## config.mk

```make
export PLATFORM = sky130hd
export DESIGN_NAME = codificador_mensajes_tx
export DESIGN_NICKNAME = d
export VERILOG_FILES = /design/src/rtl/codificador_mensajes_tx.sv
export SDC_FILE = /design/constraint.sdc
export NUM_CORES = 1
export LEC_CHECK = 0
export BUFFER_PORTS_ARGS = -buffer_cell sky130_fd_sc_hd__buf_2
export CORE_MARGIN = 2
export CORE_UTILIZATION = 30
export CTS_CLUSTER_DIAMETER = 120
export DETAILED_ROUTE_END_ITERATION = 8
export GPL_TIMING_DRIVEN = 1
export SLEW_MARGIN = 20
export SYNTH_ARGS = -nofsm -noshare
export SYNTH_HDL_FRONTEND = slang
export SYNTH_SLANG_ARGS = --single-unit
export TNS_END_PERCENT = 1
```

## constraint.sdc

```tcl
create_clock -name CLOCK_50 -period 4.2 [get_ports CLOCK_50]
set_input_delay 0.84 -clock CLOCK_50 [delete_from_list [all_inputs] [get_ports CLOCK_50]]
set_output_delay 0.84 -clock CLOCK_50 [all_outputs]
set_load 0.03 [all_outputs]
```

## src/rtl/codificador_mensajes_tx.sv

```systemverilog
// Formats LETRA/VALOR/SENTIDO as "<letter><decimal digits><terminator>" and
// streams the frame byte by byte into a UART transmitter over wr_en/tx_busy.
module codificador_mensajes_tx #(
  parameter logic [7:0] CARACTER_TERMINACION       = 8'd35,
  parameter logic [7:0] CARACTER_TERMINACION_ATRAS = 8'd33,
  parameter logic [7:0] ASCII_CERO                 = 8'd48
) (
  input  logic       CLOCK_50,
  input  logic       RESET,
  input  logic       enviar,
  input  logic [7:0] LETRA,
  input  logic [7:0] VALOR,
  input  logic       SENTIDO,
  input  logic       tx_busy,
  output logic       wr_en,
  output logic [7:0] din,
  output logic       ocupado,
  output logic       listo
);

  typedef enum logic [2:0] {
    REPOSO, CONVERTIR, CARGAR, ENVIAR, ESPERA_ALTO, ESPERA_BAJO, FIN
  } estado_t;

  estado_t         estado_reg, estado_next;
  logic [7:0]      letra_reg, letra_next;
  logic [7:0]      resto_reg, resto_next;
  logic [3:0]      centenas_reg, centenas_next;
  logic [3:0]      decenas_reg, decenas_next;
  logic            sentido_reg, sentido_next;
  logic [4:0][7:0] bytes_reg, bytes_next;
  logic [2:0]      n_reg, n_next;
  logic [2:0]      idx_reg, idx_next;
  logic            wr_en_reg, wr_en_next;
  logic [7:0]      din_reg, din_next;
  logic            ocupado_reg, ocupado_next;
  logic            listo_reg, listo_next;
  logic [2:0]      pos;

  always_ff @(posedge CLOCK_50 or posedge RESET) begin
    if (RESET) begin
      estado_reg   <= REPOSO;
      letra_reg    <= '0;
      resto_reg    <= '0;
      centenas_reg <= '0;
      decenas_reg  <= '0;
      sentido_reg  <= 1'b0;
      bytes_reg    <= '0;
      n_reg        <= '0;
      idx_reg      <= '0;
      wr_en_reg    <= 1'b0;
      din_reg      <= '0;
      ocupado_reg  <= 1'b0;
      listo_reg    <= 1'b0;
    end else begin
      estado_reg   <= estado_next;
      letra_reg    <= letra_next;
      resto_reg    <= resto_next;
      centenas_reg <= centenas_next;
      decenas_reg  <= decenas_next;
      sentido_reg  <= sentido_next;
      bytes_reg    <= bytes_next;
      n_reg        <= n_next;
      idx_reg      <= idx_next;
      wr_en_reg    <= wr_en_next;
      din_reg      <= din_next;
      ocupado_reg  <= ocupado_next;
      listo_reg    <= listo_next;
    end
  end

  always_comb begin
    estado_next   = estado_reg;
    letra_next    = letra_reg;
    resto_next    = resto_reg;
    centenas_next = centenas_reg;
    decenas_next  = decenas_reg;
    sentido_next  = sentido_reg;
    bytes_next    = bytes_reg;
    n_next        = n_reg;
    idx_next      = idx_reg;
    wr_en_next    = 1'b0;
    din_next      = din_reg;
    ocupado_next  = ocupado_reg;
    listo_next    = 1'b0;
    pos           = 3'd1;

    unique case (estado_reg)
      REPOSO: begin
        if (enviar) begin
          letra_next    = LETRA;
          resto_next    = VALOR;
          sentido_next  = SENTIDO;
          centenas_next = '0;
          decenas_next  = '0;
          ocupado_next  = 1'b1;
          estado_next   = CONVERTIR;
        end
      end
      CONVERTIR: begin
        // Hundreds are exhausted first, so resto<100 whenever the tens branch runs.
        if (resto_reg >= 8'd100) begin
          resto_next    = resto_reg - 8'd100;
          centenas_next = centenas_reg + 4'd1;
        end else if (resto_reg >= 8'd10) begin
          resto_next   = resto_reg - 8'd10;
          decenas_next = decenas_reg + 4'd1;
        end else begin
          estado_next = CARGAR;
        end
      end
      CARGAR: begin
        bytes_next[0] = letra_reg;
        if (centenas_reg != 4'd0) begin
          bytes_next[pos] = {4'd0, centenas_reg} + ASCII_CERO;
          pos = pos + 3'd1;
        end
        if ((centenas_reg != 4'd0) || (decenas_reg != 4'd0)) begin
          bytes_next[pos] = {4'd0, decenas_reg} + ASCII_CERO;
          pos = pos + 3'd1;
        end
        bytes_next[pos] = resto_reg + ASCII_CERO;
        pos = pos + 3'd1;
        bytes_next[pos] = sentido_reg ? CARACTER_TERMINACION : CARACTER_TERMINACION_ATRAS;
        n_next      = pos + 3'd1;
        idx_next    = 3'd0;
        estado_next = ENVIAR;
      end
      ENVIAR: begin
        if (!tx_busy) begin
          din_next    = bytes_reg[idx_reg];
          wr_en_next  = 1'b1;
          estado_next = ESPERA_ALTO;
        end
      end
      ESPERA_ALTO: estado_next = ESPERA_BAJO;
      ESPERA_BAJO: begin
        if (!tx_busy) begin
          if (idx_reg == n_reg - 3'd1) begin
            listo_next   = 1'b1;
            ocupado_next = 1'b0;
            estado_next  = FIN;
          end else begin
            idx_next    = idx_reg + 3'd1;
            estado_next = ENVIAR;
          end
        end
      end
      FIN: estado_next = REPOSO;
      default: estado_next = REPOSO;
    endcase
  end

  assign wr_en   = wr_en_reg;
  assign din     = din_reg;
  assign ocupado = ocupado_reg;
  assign listo   = listo_reg;

endmodule

```

==> results.yml, run 1 <==
run_status:
  status: "finished, final reports clean"
route:
  wl_met3_um: 321
  dr.max_layer_used: "met4"
  ant_nets: 0
  drtPass1Iterations: 4
  drc: 0
  via_per_inst: 4.986
  wl_met1_um: 4578
  wl_met2_um: 4723
  drt_wl_total_um: 9763
  wire_per_inst_um: 15.37
  first_iter_violations: 190
  num_vias: 3166
synthesis:
  syn_inst: 432
  yosysTopAreaCell: "dfrtp_1"
  synthFlopType: "dfrtp_1"
  async_reset_ff_frac: 1.000
  ys_ff_latch: 79
  yosysSeqAreaShare: 0.4775
  ys_top_cells_by_area: "dfrtp_1, nand2_1, ha_1, mux4_2, o21ai_0"
  synth_area_sq_um: 4140
  ys_types: 62
  synth_warnings: 0
  avgSynthCellArea_sq_um: 9.584
  syn-num-nets: 468
  synth-edff-count: 0
  synth_top_area_frac: 0.4775
critical_path:
  cp.buffers_inverters: 0
  critPathLaunchType: "register"
  crit_chain: "nor3_1 -> and2_1 -> a21oi_2 -> or4_1 -> a21oi_1"
  arrival_ns: 2.76
  max_stage_delay_ns: 0.69
  cp.required_ns: 4.46
  worst_path_max_delay_cell: "and2_1"
  r2r_slack_ns: 1.70
  worst-path-max-fanout: 21
  critPathCaptureType: "register"
  cp_top_family: "simple AND/OR/NAND/NOR gates"
  critPathKind: "reg2reg"
die:
  fp.dieH_um: 121.5
  rows: 42
  dieArea_sq_um: 14760
  start_util: 0.3102
  chipWidth_um: 121.5
  core_sq_um: 13350
  io_pins: 32
clock_network:
  clock_latency_ns: 0.34
  cts_buffers: 9
  cts_hold_buf: 0
  cts_tree: "done"
  clk_pin_slew_ns: 0.06
  post_cts_resized: 0
  clockBufferDepth: 2
  htreeDepth: 3
  clockRootBuffer: "clkbuf_16"
  cts.sinks: 79
  postCtsSetupBuffers: 0
global_routing:
  grt-ovfl-total: 0
  grtUsageTotal: 0.1473
  antenna_found_initial: 0
  grt_pass1_vias: 3265
  grt_max_degree: 49
  grt_pass1_wl_um: 16700
timing:
  grt_setup_unrepaired: "false"
  post-route-period-util: 0.5958
  setup_viol: 0
  skew_ns: 0.01305
  slew_violations: 0
  slew_headroom: 0.2989
  hold_viol_final: 0
  finalCriticalPeriod_ns: 2.502
  setup_tns_ns: 0
  max_freq_mhz: 399.6
  worst_pin_slew_ns: 1.049
  whs_ns: 0.4709
cells_and_area:
  fillCellCount: 1381
  layout.area.seq_sq_um: 1977
  syn2layout_area_growth_pct: 14.63
  nets: 491
  diodes: 0
  multi_input_area_sq_um: 1976
  largest_register_ffs: 34
  drive_above_1_share: 0.1569
power_and_ir_drop:
  ir_drop_v: 0.0002270
  pwr-share-clk: 0.211
  pwr-share-seq: 0.361
  p_int_mw: 2.268
  p_per_area_nw_per_um2: 819.7
  power_switching_mw: 1.622
  p_leak_nw: 2.178
  power_frac_comb: 0.428
  p_sw_frac: 0.4169
placement:
  io_buffer_count: 31
  dp_hpwl_um: 7010
  routabilityCongestion: 0.8537
flow_run:
  drv_cap: 0
hold_path:
  min_path_type: "reg2reg"
## final timing paths
check / from / to / cells after the start
max: estado_reg[1]$_DFFE_PP0P_ / decenas_reg[3]$_DFFE_PP0P_ / 5
min: letra_reg[3]$_DFFE_PP0P_ / bytes_reg[3]$_DFFE_PP0N_ / 2
max reg2reg: estado_reg[1]$_DFFE_PP0P_ / decenas_reg[3]$_DFFE_PP0P_ / 5
min reg2reg: letra_reg[3]$_DFFE_PP0P_ / bytes_reg[3]$_DFFE_PP0N_ / 2
max in group asynchronous: RESET / resto_reg[7]$_DFFE_PP0P_ / 3
min in group asynchronous: RESET / din[4]$_DFFE_PP0P_ / 2
## layout make-up
type,count,share of cell area
Clock buffer,11,0.05115
Clock inverter,4,0.01476
Inverter,22,0.01740
Multi-Input combinational cell,309,0.4163
Sequential cell,79,0.4166
Tap cell,176,0.04640
Timing Repair Buffer,34,0.03744
## synth_stat cells, types with 4 or more instances
library cell  instances
nand2_1              98
dfrtp_1              79
o21ai_0              32
nor2_1               29
inv_1                21
a21oi_1              19
ha_1                 15
clkbuf_1             10
buf_2                 9
mux4_2                8
a31oi_1               7
nand3_1               7
nor2b_1               6
a22o_1                5
mux2i_1               5
nor4_1                5
o31ai_1               5
nor3_1                4
o211ai_1              4
o22ai_1               4
xnor2_1               4
## layer usage
layer | vias to the layer above | track usage
li1 | 1557 | -
met1 | 1547 | 0.1993
met2 | 51 | 0.2353
met3 | 11 | 0.03102
met4 | 0 | 0.04885
met5 | - | 0
## per-stage QoR
step | setup slack (ns) | instances | area, sq um | total power, mW | util
floorplan | 1.337 | 432 | 4140 | 2.654 | -
global placement | 1.571 | 620 | 4433 | 3.017 | 0.3321
detailed placement | 1.551 | 620 | 4433 | 3.079 | 0.3321
CTS | 1.660 | 635 | 4746 | 3.923 | 0.3555
global route | 1.485 | 635 | 4746 | 4.239 | 0.3555
finish | 1.698 | 635 | 4746 | 3.890 | 0.3555
## cells in the final DEF (no fill, tap or decap), types with 4 or more instances in the layout
cell / synthesis / routed
nand2_1: 98 / 98
dfrtp_1: 79 / 79
o21ai_0: 32 / 32
buf_2: 9 / 31
nor2_1: 29 / 29
inv_1: 21 / 20
a21oi_1: 19 / 19
ha_1: 15 / 15
clkbuf_16: 0 / 9
mux4_2: 8 / 8
nand3_1: 7 / 7
a31oi_1: 7 / 7
nor2b_1: 6 / 6
o31ai_1: 5 / 5
a22o_1: 5 / 5
nor4_1: 5 / 5
mux2i_1: 5 / 5
nor3_1: 4 / 4
o211ai_1: 4 / 4
xnor2_1: 4 / 4
o22ai_1: 4 / 4
## kinds of logic (layout without fill, tap and decap cells)
family,Yosys count,count (layout),synth area share
buffers and inverters,44,71,0.04533
AOI/OAI and AO/OA,102,102,0.1659
adders and majority gates,15,15,0.04533
xor gates and xnor gates,8,8,0.02055
and+or+nand+nor,170,170,0.1871
DFF,79,79,0.4775
muxes,14,14,0.05833
## power by group through the flow
stage	clock network [mW]	registers (mW)	logic (mW)
2_1_floorplan	0	1.33	1.33
3_3_place_gp	0	1.40	1.62
3_5_place_dp	0	1.42	1.66
4_1_cts	0.844	1.41	1.67
5_1_grt	0.887	1.46	1.89
6_report	0.821	1.41	1.66
## worst min-delay path: cells and delay by family, from the launching register on
| family | cells | cell delay [ns] |
|---|---|---|
| DFF | 1 | 0.34 |
| and+or+nand+nor | 2 | 0.10 |
No activity file was read; power rests on OpenSTA's default activity.
==> run 2, diff against run 1 <==
==> constraint.sdc (replaced) <==
create_clock -name CLOCK_50 -period 2.1 [get_ports CLOCK_50]
set_input_delay 0.42 -clock CLOCK_50 [delete_from_list [all_inputs] [get_ports CLOCK_50]]
set_output_delay 0.42 -clock CLOCK_50 [all_outputs]
set_load 0.03 [all_outputs]
==> results.yml, run 2 (synthesized netlist as in run 1, its figures left out) <==
run_status:
  status: "finished, final reports clean"
critical_path:
  critPathLaunchType: "register"
  cp.required_ns: 2.36
  critPathCaptureType: "register"
  worstRegToRegCells: 6
  worst-path-max-fanout: 6
  critPathKind: "reg2reg"
  arrival_ns: 2.24
timing:
  whs_ns: 0.1811
  grt_setup_unrepaired: "false"
  post-route-period-util: 0.9422
  skew_ns: 0.009106
  setup_tns_ns: 0
  hold_viol_final: 0
  max_freq_mhz: 505.4
  slew_headroom: 0.6777
  setup_viol: 0
  finalCriticalPeriod_ns: 1.979
  worst_pin_slew_ns: 0.4800
  slew_violations: 0
cells_and_area:
  nets: 523
  postLayoutCellArea_sq_um: 5029
  fillCellCount: 1341
  final_cell_mix: "nand2_1, dfrtp_1, buf_4, o21ai_0, buf_2"
  syn2layout_area_growth_pct: 21.46
  diodes: 0
  drive_above_1_share: 0.2276
  layout_commonest_cell: "nand2_1"
  largest_register_ffs: 34
  final_cells: 668
placement:
  routabilityCongestion: 0.8645
  dp_hpwl_um: 7541
  placed_area_sq_um: 4690
  dp.cells: 652
  io_buffer_count: 31
die:
  fp.dieH_um: 121.5
  io_pins: 32
  start_util: 0.3102
  rows: 42
  dieArea_sq_um: 14760
  core_sq_um: 13350
  chipWidth_um: 121.5
route:
  ant_nets: 0
  wire_per_inst_um: 15.21
  drt_wl_total_um: 10160
  num_vias: 3327
  via_per_inst: 4.981
  drc: 0
  first_iter_violations: 190
  drtPass1Iterations: 5
power_and_ir_drop:
  power_frac_comb: 0.477
  ir_drop_v: 0.0005037
  p_leak_nw: 2.332
  pwr-share-seq: 0.320
  p_per_area_nw_per_um2: 1659
  pwr-share-clk: 0.203
  p_int_mw: 4.931
  power.total_mw: 8.341
  power_switching_mw: 3.410
  p_sw_frac: 0.4088
global_routing:
  grt_pass1_vias: 3399
  grt-ovfl-total: 0
  grtUsageTotal: 0.1509
  antenna_found_initial: 0
  grt_pass1_wl_um: 17260
  grt_max_degree: 80
clock_network:
  clockRootBuffer: "clkbuf_16"
  cts_hold_buf: 0
  cts.sinks: 79
  clock_latency_ns: 0.34
  cts_tree: "done"
  cts_buffers: 9
  clk_pin_slew_ns: 0.06
  clockBufferDepth: 2
  htreeDepth: 3
hold_path:
  min_path_type: "in2async"
flow_run:
  drv_cap: 0
[run 2: layout make-up]
class / count / area, sq um / area share
multi-input combinational: 309 / 1984 / 0.3946
sequential: 79 / 1981 / 0.3939
timing repair buffer: 66 / 430.4 / 0.08559
clock buffer: 11 / 242.7 / 0.04827
tap: 176 / 220.2 / 0.04379
inverter: 22 / 88.84 / 0.01767
clock inverter: 5 / 81.33 / 0.01617
[run 2: critical path: stages (launching register included)]
cell and delay, ns:
dfrtp_2 0.46, buf_4 0.17, nor4b_4 0.32, a31o_2 0.30, o21ai_1 0.15, o311a_1 0.38, o22ai_2 0.13
[run 2: final timing paths]
path	startpoint	end	slack [ns]
worst min-delay path	RESET	listo$_DFF_PP0_	0.18
worst max-delay path	resto_reg[3]$_DFFE_PP0P_	resto_reg[7]$_DFFE_PP0P_	0.12
worst max register to register	resto_reg[3]$_DFFE_PP0P_	resto_reg[7]$_DFFE_PP0P_	0.12
max in group asynchronous	RESET	sentido_reg$_DFFE_PP0P_	1.55
worst min register to register	letra_reg[0]$_DFFE_PP0P_	bytes_reg[0]$_DFFE_PP0N_	0.47
min in group CLOCK_50	LETRA[3]	letra_reg[3]$_DFFE_PP0P_	0.28
[run 2: through the flow]
stage,setup WS (ns),util
after CTS,0.05532,0.3759
after floorplan,0.05116,-
after global routing,0.01300,0.3767
final,0.1214,0.3767
after detailed placement,0.01086,0.3513
after global placement,0.1373,0.3513
[run 2: power by group through the flow]
stage               registers [mW]  clock network, mW  logic, mW
global route                  2.76               1.79       4.47
finish                        2.67               1.69       3.98
global placement              2.66                  0       3.88
floorplan                     2.66                  0       2.65
detailed placement            2.69                  0       3.91
CTS                           2.67               1.73       3.94
[run 2: repair_timing]
| item | 4_1_cts | 5_1_grt |
|---|---|---|
| buffers inserted | 0 | 0 |
| endpoints found under the setup margin | 2 | 11 |
| pin swaps | 1 | 2 |
| gates resized for setup | 1 | 7 |
[run 2: per-layer routing]
layer	vias up	GRT usage	part of all wire
li1	1613	-	-
met1	1621	0.2074	0.47
met2	75	0.2296	0.46
met3	18	0.02679	0.042
met4	0	0.07328	0.026
met5	-	0	0
==> run 3, diff against run 2 <==
--- a/config.mk
+++ b/config.mk
@@ -8,7 +8,9 @@
 export BUFFER_PORTS_ARGS = -buffer_cell sky130_fd_sc_hd__buf_2
 export CORE_MARGIN = 2
 export CORE_UTILIZATION = 30
+export CTS_BUF_LIST = sky130_fd_sc_hd__clkbuf_2
 export CTS_CLUSTER_DIAMETER = 120
+export CTS_CLUSTER_SIZE = 30
 export DETAILED_ROUTE_END_ITERATION = 8
 export GPL_TIMING_DRIVEN = 1
 export SLEW_MARGIN = 20
==> results.yml, run 3 (synthesized netlist as in run 1, its figures left out) <==
critical_path:
  critPathCaptureType: "register"
  worstRegToRegCells: 6
  cp.required_ns: 2.60
  arrival_ns: 2.47
  worstSetupStartpoint: "resto_reg[3]$_DFFE_PP0P_"
  critPathKind: "reg2reg"
  crit-reg2reg-launch: "resto_reg[3]$_DFFE_PP0P_"
  r2r_slack_ns: 0.14
  critPathLaunchType: "register"
  worst-path-max-fanout: 6
  r2r-end: "resto_reg[7]$_DFFE_PP0P_"
global_routing:
  antenna_found_initial: 0
  grt_max_degree: 80
  grtUsageTotal: 0.1495
  grt_pass1_wl_um: 17130
  grt_pass1_vias: 3403
  grt-ovfl-total: 0
route:
  wire_per_inst_um: 14.98
  drc: 0
  drt_wl_total_um: 10110
  drtPass1Iterations: 4
  ant_nets: 0
  first_iter_violations: 185
  via_per_inst: 4.950
  num_vias: 3341
hold_path:
  worstHoldStart: "LETRA[4]"
  min_path_cells: 3
  whs_endpoint: "letra_reg[4]$_DFFE_PP0P_"
  min_path_type: "in2reg"
die:
  start_util: 0.3102
  fp.dieH_um: 121.5
  io_pins: 32
  chipWidth_um: 121.5
  rows: 42
  dieArea_sq_um: 14760
  core_sq_um: 13350
clock_network:
  clk_pin_slew_ns: 0.23
  clockRootBuffer: "clkbuf_2"
  htreeDepth: 3
  cts_tree: "done"
  cts_buffers: 9
  clock_latency_ns: 0.55
  cts.sinks: 79
  clockBufferDepth: 2
timing:
  setup_tns_ns: 0
  post-route-period-util: 0.9343
  max_freq_mhz: 509.7
  worst_pin_slew_ns: 0.4593
  setup_viol: 0
  finalCriticalPeriod_ns: 1.962
  slew_headroom: 0.6916
  skew_ns: 0.03420
  hold_viol_final: 0
  grt_setup_unrepaired: "false"
  slew_violations: 0
placement:
  dp.cells: 652
  placed_area_sq_um: 4690
  routabilityCongestion: 0.8645
  dp_hpwl_um: 7541
  io_buffer_count: 31
cells_and_area:
  nets: 530
  largest_register_ffs: 34
  syn2layout_area_growth_pct: 18.46
  diodes: 0
  final_cells: 675
  layout_commonest_cell: "nand2_1"
  final_cell_mix: "nand2_1, dfrtp_1, buf_4, o21ai_0, buf_2"
  postLayoutCellArea_sq_um: 4905
  drive_above_1_share: 0.2365
flow_run:
  drv_cap: 0
power_and_ir_drop:
  ir_drop_v: 0.0003690
  p_per_area_nw_per_um2: 1556
  p_leak_nw: 2.285
run_status:
  status: "finished, final reports clean"
run 3: changes by cell type in the layout (fill, tap and decap cells not counted), moves of 2 or more:
cell	previous run	this run
inv_2	2	4
buf_4	34	37
dlygate4sd3_1	0	4
clkbuf_16	9	0
clkbuf_2	0	10
run 3: worst max-delay path by stage:
| stage | end | slack, ns | depth (start not counted) |
|---|---|---|---|
| 2_1_floorplan | decenas_reg[3]$_DFFE_PP0P_ | 0.05 | 8 |
| 3_3_place_gp | resto_reg[7]$_DFFE_PP0P_ | 0.14 | 6 |
| 3_5_place_dp | resto_reg[1]$_DFFE_PP0P_ | 0.01 | 7 |
| 4_1_cts | decenas_reg[3]$_DFFE_PP0P_ | 0.03 | 7 |
| 5_1_grt | decenas_reg[3]$_DFFE_PP0P_ | 0.007 | 7 |
| 6_report | resto_reg[7]$_DFFE_PP0P_ | 0.14 | 6 |
run 3: critical path, stage by stage, from the launching register on:
cell	delay [ns]
dfrtp_2	0.51
buf_4	0.17
nor4b_4	0.33
a31o_2	0.30
o21ai_2	0.11
o311a_1	0.36
o22ai_2	0.13
run 3: final cells by class:
class	instances	area (sq um)
clock buffers	10	50.05
clock inverters	6	85.08
fillers	1364	8443
inverters	22	86.33
multi-input cells	309	1988
flip-flops and latches	79	1982
well taps	176	220.2
repair buffers	73	493.0
run 3: where the power goes:
part           switching, mW  internal, mW
combinational           2.29          1.75
clock                  0.543         0.394
sequential             0.506          2.14
total                   3.34          4.29
run 3: stage by stage:
| step | total power [mW] | util | hold WS (ns) | worst slack [ns] |
|---|---|---|---|---|
| final | 7.632 | 0.3675 | 0.07165 | 0.1381 |
| after global placement | 6.536 | 0.3513 | 0.4558 | 0.1373 |
| after global routing | 8.315 | 0.3675 | 0.008239 | 0.006691 |
| after CTS | 7.574 | 0.3642 | 0.01916 | 0.02624 |
| after floorplan | 5.308 | - | 0.4386 | 0.05116 |
| after detailed placement | 6.608 | 0.3513 | 0.4627 | 0.01086 |
run 3: what timing repair did:
action,in CTS,in global routing
setup endpoints to repair,2,11
pin swaps,1,2
buffers inserted,0,3
hold buffers,3,1
gates cloned,0,0
hold endpoints to repair,81,1
resized for setup,2,8
run 3: metal layers:
metal | global-route usage | vias to the layer above | routed length [um]
met5 | 0 | - | 0
met4 | 0.06968 | 0 | 249
met3 | 0.02961 | 16 | 377
met2 | 0.2293 | 65 | 4701
met1 | 0.2032 | 1634 | 4781
li1 | - | 1626 | -
